**src/rtl/temp_control_fsm.sv**
```systemverilog
// Heater/cooler relay controller: hysteresis FSM with dwell lockout,
// sticky over-temperature alarm and stale-sample watchdog.
module temp_control_fsm #(
   parameter int                 MIN_DWELL = 1000,
   parameter int                 TIMEOUT   = 100000,
   parameter logic signed [31:0] ALARM_HI  = 32'sd900
) (
   input  logic        clk,
   input  logic        rst_n,
   input  logic        enable,
   input  logic [31:0] tempc,
   input  logic        tempc_valid,
   input  logic [31:0] setpoint,
   input  logic [7:0]  hyst,
   input  logic        alarm_clr,
   output logic        heater_on,
   output logic        cooler_on,
   output logic        alarm,
   output logic        stale,
   output logic [1:0]  state,
   output logic [31:0] temp_q
);

   localparam int DW = $clog2(MIN_DWELL + 1);
   localparam int WW = $clog2(TIMEOUT + 1);
   localparam logic [DW-1:0] DWELL_LOAD = DW'(MIN_DWELL - 1);
   localparam logic [WW-1:0] WD_MAX     = WW'(TIMEOUT);

   typedef enum logic [1:0] {
      IDLE  = 2'd0,
      HEAT  = 2'd1,
      COOL  = 2'd2,
      ALARM = 2'd3
   } state_t;

   state_t          cur;
   state_t          nxt;
   logic            en_drop;
   logic [DW-1:0]   dwell;
   logic [WW-1:0]   wd;
   logic [WW-1:0]   wd_inc;
   logic            expire;
   logic            alarm_hit;
   logic            tq_ok;
   logic signed [32:0] t33;
   logic signed [32:0] sp33;
   logic signed [32:0] h33;
   logic signed [32:0] lo;
   logic signed [32:0] hi;

   // 33-bit thresholds so setpoint +/- hyst cannot wrap
   assign t33  = {tempc[31], tempc};
   assign sp33 = {setpoint[31], setpoint};
   assign h33  = {25'd0, hyst};
   assign lo   = sp33 - h33;
   assign hi   = sp33 + h33;

   assign alarm_hit = $signed(tempc) >= ALARM_HI;
   assign tq_ok     = $signed(temp_q) < ALARM_HI;
   assign wd_inc    = (wd == WD_MAX) ? wd : wd + 1'b1;
   assign expire    = (wd_inc == WD_MAX);

   always_comb begin
      nxt     = cur;
      en_drop = 1'b0;
      if (tempc_valid) begin
         if (alarm_hit) begin
            nxt = ALARM;
         end else if (cur == ALARM) begin
            nxt = ALARM;
         end else if (!enable) begin
            nxt     = IDLE;
            en_drop = 1'b1;
         end else if (dwell != '0) begin
            nxt = cur;
         end else begin
            unique case (cur)
               IDLE: begin
                  if (t33 < lo)
                     nxt = HEAT;
                  else if (t33 > hi)
                     nxt = COOL;
               end
               HEAT: if (t33 >= sp33) nxt = IDLE;
               COOL: if (t33 <= sp33) nxt = IDLE;
               default: nxt = cur;
            endcase
         end
      end else begin
         if (cur == ALARM) begin
            if (alarm_clr && tq_ok)
               nxt = IDLE;
         end else if (!enable) begin
            nxt     = IDLE;
            en_drop = 1'b1;
         end else if (expire) begin
            nxt = IDLE;
         end
      end
   end

   always_ff @(posedge clk or negedge rst_n) begin
      if (!rst_n) begin
         cur       <= IDLE;
         dwell     <= '0;
         wd        <= '0;
         stale     <= 1'b0;
         temp_q    <= '0;
         heater_on <= 1'b0;
         cooler_on <= 1'b0;
         alarm     <= 1'b0;
      end else begin
         cur <= nxt;
         if (nxt != cur)
            dwell <= en_drop ? '0 : DWELL_LOAD;
         else if (dwell != '0)
            dwell <= dwell - 1'b1;
         if (tempc_valid) begin
            temp_q <= tempc;
            wd     <= '0;
            stale  <= 1'b0;
         end else begin
            wd <= wd_inc;
            if (expire)
               stale <= 1'b1;
         end
         heater_on <= (nxt == HEAT);
         cooler_on <= (nxt == COOL) || (nxt == ALARM);
         alarm     <= (nxt == ALARM);
      end
   end

   assign state = cur;

endmodule

```
**config.mk**
```make
export PLATFORM = sky130hd
export DESIGN_NAME = temp_control_fsm
export DESIGN_NICKNAME = d
export VERILOG_FILES = /design/src/rtl/temp_control_fsm.sv
export SDC_FILE = /design/constraint.sdc
export NUM_CORES = 1
export LEC_CHECK = 0
export CORE_MARGIN = 2
export CORE_UTILIZATION = 45
export CTS_BUF_LIST = sky130_fd_sc_hd__clkbuf_4 sky130_fd_sc_hd__clkbuf_8 sky130_fd_sc_hd__clkbuf_16
export DETAILED_ROUTE_END_ITERATION = 6
export MAX_ROUTING_LAYER = met4
export PLACE_DENSITY = 0.75
export SLEW_MARGIN = 5
export SYNTH_ARGS = -nofsm -noshare
export SYNTH_HDL_FRONTEND = slang
export SYNTH_SLANG_ARGS = --single-unit
```
**constraint.sdc**
```tcl
create_clock -name clk -period 6.2 [get_ports clk]
set_input_delay 1.24 -clock clk [delete_from_list [all_inputs] [get_ports clk]]
set_output_delay 1.24 -clock clk [all_outputs]
set_load 0.1 [all_outputs]
```
==> metrics.csv <==
metric,value,unit
max-vdd-ir-drop,0.000160,V
drv_slew,0,
dieWidth,130,µm
dp_hpwl,16900,µm
grtUsageTotal,26.2,%
power.density,207,mW/mm²
setup_tns,-2360,ps
crit_slowest_cell,or4_4,
rsz0062_at_grt,yes,
max_freq,154,MHz
antennaDiodeCount,0,
whs,513,ps
p_leak,4.30,nW
yosys_warnings,0,
ant_nets,0,
cp-end-kind,register,
async_flop_share,100,%
criticalPathCategory,primary input to register,
dieArea,0.0168,mm²
cts-buffers-inserted,9,
io_buffers,114,
synth-edff-count,0,
ys_seq_area_share,22.9,%
ioPinCount,115,
firstDrtPassIters,5,
r2r.worst_path.cells,12,
routedWlPerCell,17.1,µm
cts_tree,yes,
switchingPower,850,µW
slew_headroom,21.0,%
worstPathRequired,6450,ps
rows,45,
syn-cell-area,0.00709,mm²
p_int,1.19,mW
power_frac_seq,26.5,%
ys_ff_latch,65,
fin_nets,1252,
avgSynthCellArea,8.51,µm²
grt_first_pass_wirelength,33300,µm
syn_inst,833,
ff2ff_setup_slack,1960,ps
dr_total_vias,7233,
status,"finished, violations left",
drive_gt1_share,21.4,%
violations,negative setup slack,
ys_types,67,
grt_pass1_vias,6696,
min_path_type,register to register,
fin_crit_sh,104,%
cts_max_path_buffers,2,
grt_max_degree,66,
syn_to_final_growth,39.0,%
synth.top_cell.area_share,22.9,%
setup_viol,10,
hold_viol_final,0,
initial_core_util,46.3,%
holdPathStages,1,
clockRootBuffer,clkbuf_16,
fin_skew,6.98,ps
pre_cts_slack,-1330,ps
slowest_delay,560,ps
synth_top_area_cell,dfrtp_1,
yosys_most_used_dff,dfrtp_1,
place_congestion,0.939,
cts_sinks,65,
arrival,6720,ps
finalCriticalPeriod,6480,ps
grt_overflow_total,0,
setup_ws,-276,ps
crit_top_cell,or4_4,
path_clk_slew,60,ps
crit_path_start_kind,primary input,
clk_latency,350,ps
die_h,130,µm
max_cap_violations,0,
combPwrFrac,46.8,%
tightest_slew,1180,ps
postRouteWirelength,21700,µm
core_area,0.0153,mm²
drc,0,
antenna_found_initial,0,
htreeDepth,3,
synth_nets,1028,
vias_per_cell,5.68,
pwr-share-clk,26.6,%
synth.area.top_cells,"dfrtp_1 23%, ha_1 20%, xnor2_1 8.0%",
switching_share,41.7,%
worstPathMaxFanout,4,
drt-initial-drc-count,444,
flip-flops by register name (all words and copies together), names as in the netlist:
register   cells
temp_q        32
wd            17
dwell         10
alarm          1
state          2
heater_on      1
stale          1
cooler_on      1
cell type report:
class	instances	area [µm²]
Clock buffer	9	225
Clock inverter	7	77.6
Fill cell	1273	5460
Inverter	68	268
Multi-Input combinational cell	678	5350
Sequential cell	65	1630
Tap cell	211	264
Timing Repair Buffer	235	2050
power by group through the flow:
stage | clock network, mW | registers, mW | logic [mW]
floorplan | 0 | 0.734 | 0.372
global placement | 0 | 0.544 | 0.860
detailed placement | 0 | 0.546 | 0.870
CTS | 0.545 | 0.540 | 0.919
global route | 0.562 | 0.549 | 1.02
finish | 0.542 | 0.540 | 0.953
layout by cell type, fill, tap and decap left out, types with 39 or more instances in the layout:
cell	synthesis	layout
ha_1	116	114
nor2_1	53	51
xnor2_1	65	63
nand3_1	39	39
buf_4	0	116
dfrtp_1	65	65
clkdlybuf4s50_1	0	105
inv_1	68	64
a21oi_1	64	59
nand2_1	51	51
worst paths after layout:
path | start | end
max | setpoint[0] | dwell[5]$_DFFE_PN0P_
min | stale$_DFFE_PN0P_ | stale$_DFFE_PN0P_
max reg2reg | dwell[0]$_DFFE_PN0P_ | dwell[5]$_DFFE_PN0P_
min reg2reg | stale$_DFFE_PN0P_ | stale$_DFFE_PN0P_
max in group asynchronous | rst_n | temp_q[7]$_DFFE_PN0P_
min in group asynchronous | rst_n | temp_q[17]$_DFFE_PN0P_
kinds of logic (layout without fill, tap and decap cells):
group / after synthesis / in the layout / share of synthesized area (%)
and+or+nand+nor: 288 / 288 / 21.6
AOI/OAI and AO/OA: 160 / 160 / 14.6
adders and majority gates: 118 / 118 / 21.0
xor gates and xnor gates: 79 / 79 / 9.76
buffers and inverters: 90 / 319 / 4.78
DFF: 65 / 65 / 22.9
muxes: 33 / 33 / 5.22
synthesized netlist by cell type, types with 3 or more instances:
| cell type | count |
|---|---|
| nor4bb_1 | 3 |
| or3_1 | 6 |
| nand2_1 | 51 |
| xnor2_1 | 65 |
| and3_1 | 6 |
| nor4_1 | 28 |
| dfrtp_1 | 65 |
| a21o_1 | 9 |
| clkbuf_1 | 19 |
| nand2b_1 | 8 |
| or2_2 | 4 |
| and4_1 | 5 |
| a211oi_1 | 6 |
| and2_1 | 3 |
| or4_1 | 7 |
| inv_1 | 68 |
| o21bai_1 | 3 |
| nor2_1 | 53 |
| a21oi_1 | 64 |
| nor3_1 | 21 |
| a211o_1 | 3 |
| nand3_1 | 39 |
| o211ai_1 | 5 |
| nand4_1 | 34 |
| nand3b_1 | 3 |
| a21boi_0 | 3 |
| xor2_1 | 14 |
| nor2b_1 | 6 |
| mux2_2 | 32 |
| o311ai_1 | 7 |
| ha_1 | 116 |
| o21ai_0 | 29 |
per-layer routing:
layer / track usage (%) / routed length [µm]
met3: 3.67 / 1150
met4: 10.4 / 641
met1: 34.3 / 10100
met5: - / 0
met2: 41.0 / 9800
critical path, delay by kind of cell:
kind / cells / cell delay [ps]
buffers and inverters: 6 / 620
AOI/OAI and AO/OA: 10 / 1700
and+or+nand+nor: 9 / 2310
adders and majority gates: 3 / 780
xor gates and xnor gates: 1 / 60
per-stage QoR:
step	std cells	cell area (µm²)	utilization, %	power (mW)
floorplan	833	7150	-	1.11
finish	1273	9860	64.4	2.04
detailed placement	1235	9210	60.1	1.42
global placement	1235	9210	60.1	1.40
CTS	1262	9660	63.1	2.00
global route	1273	9860	64.4	2.13
timing repair:
item                                    4_1_cts  5_1_grt
setup buffers                                11       10
pin swaps                                    27       22
hold buffers                                  0        0
gates resized for setup                      34       27
endpoints found under the hold margin         0        0
gates cloned                                  0        1
endpoints found under the setup margin       14       11
Note: power is estimated with default switching activity, not from simulation.
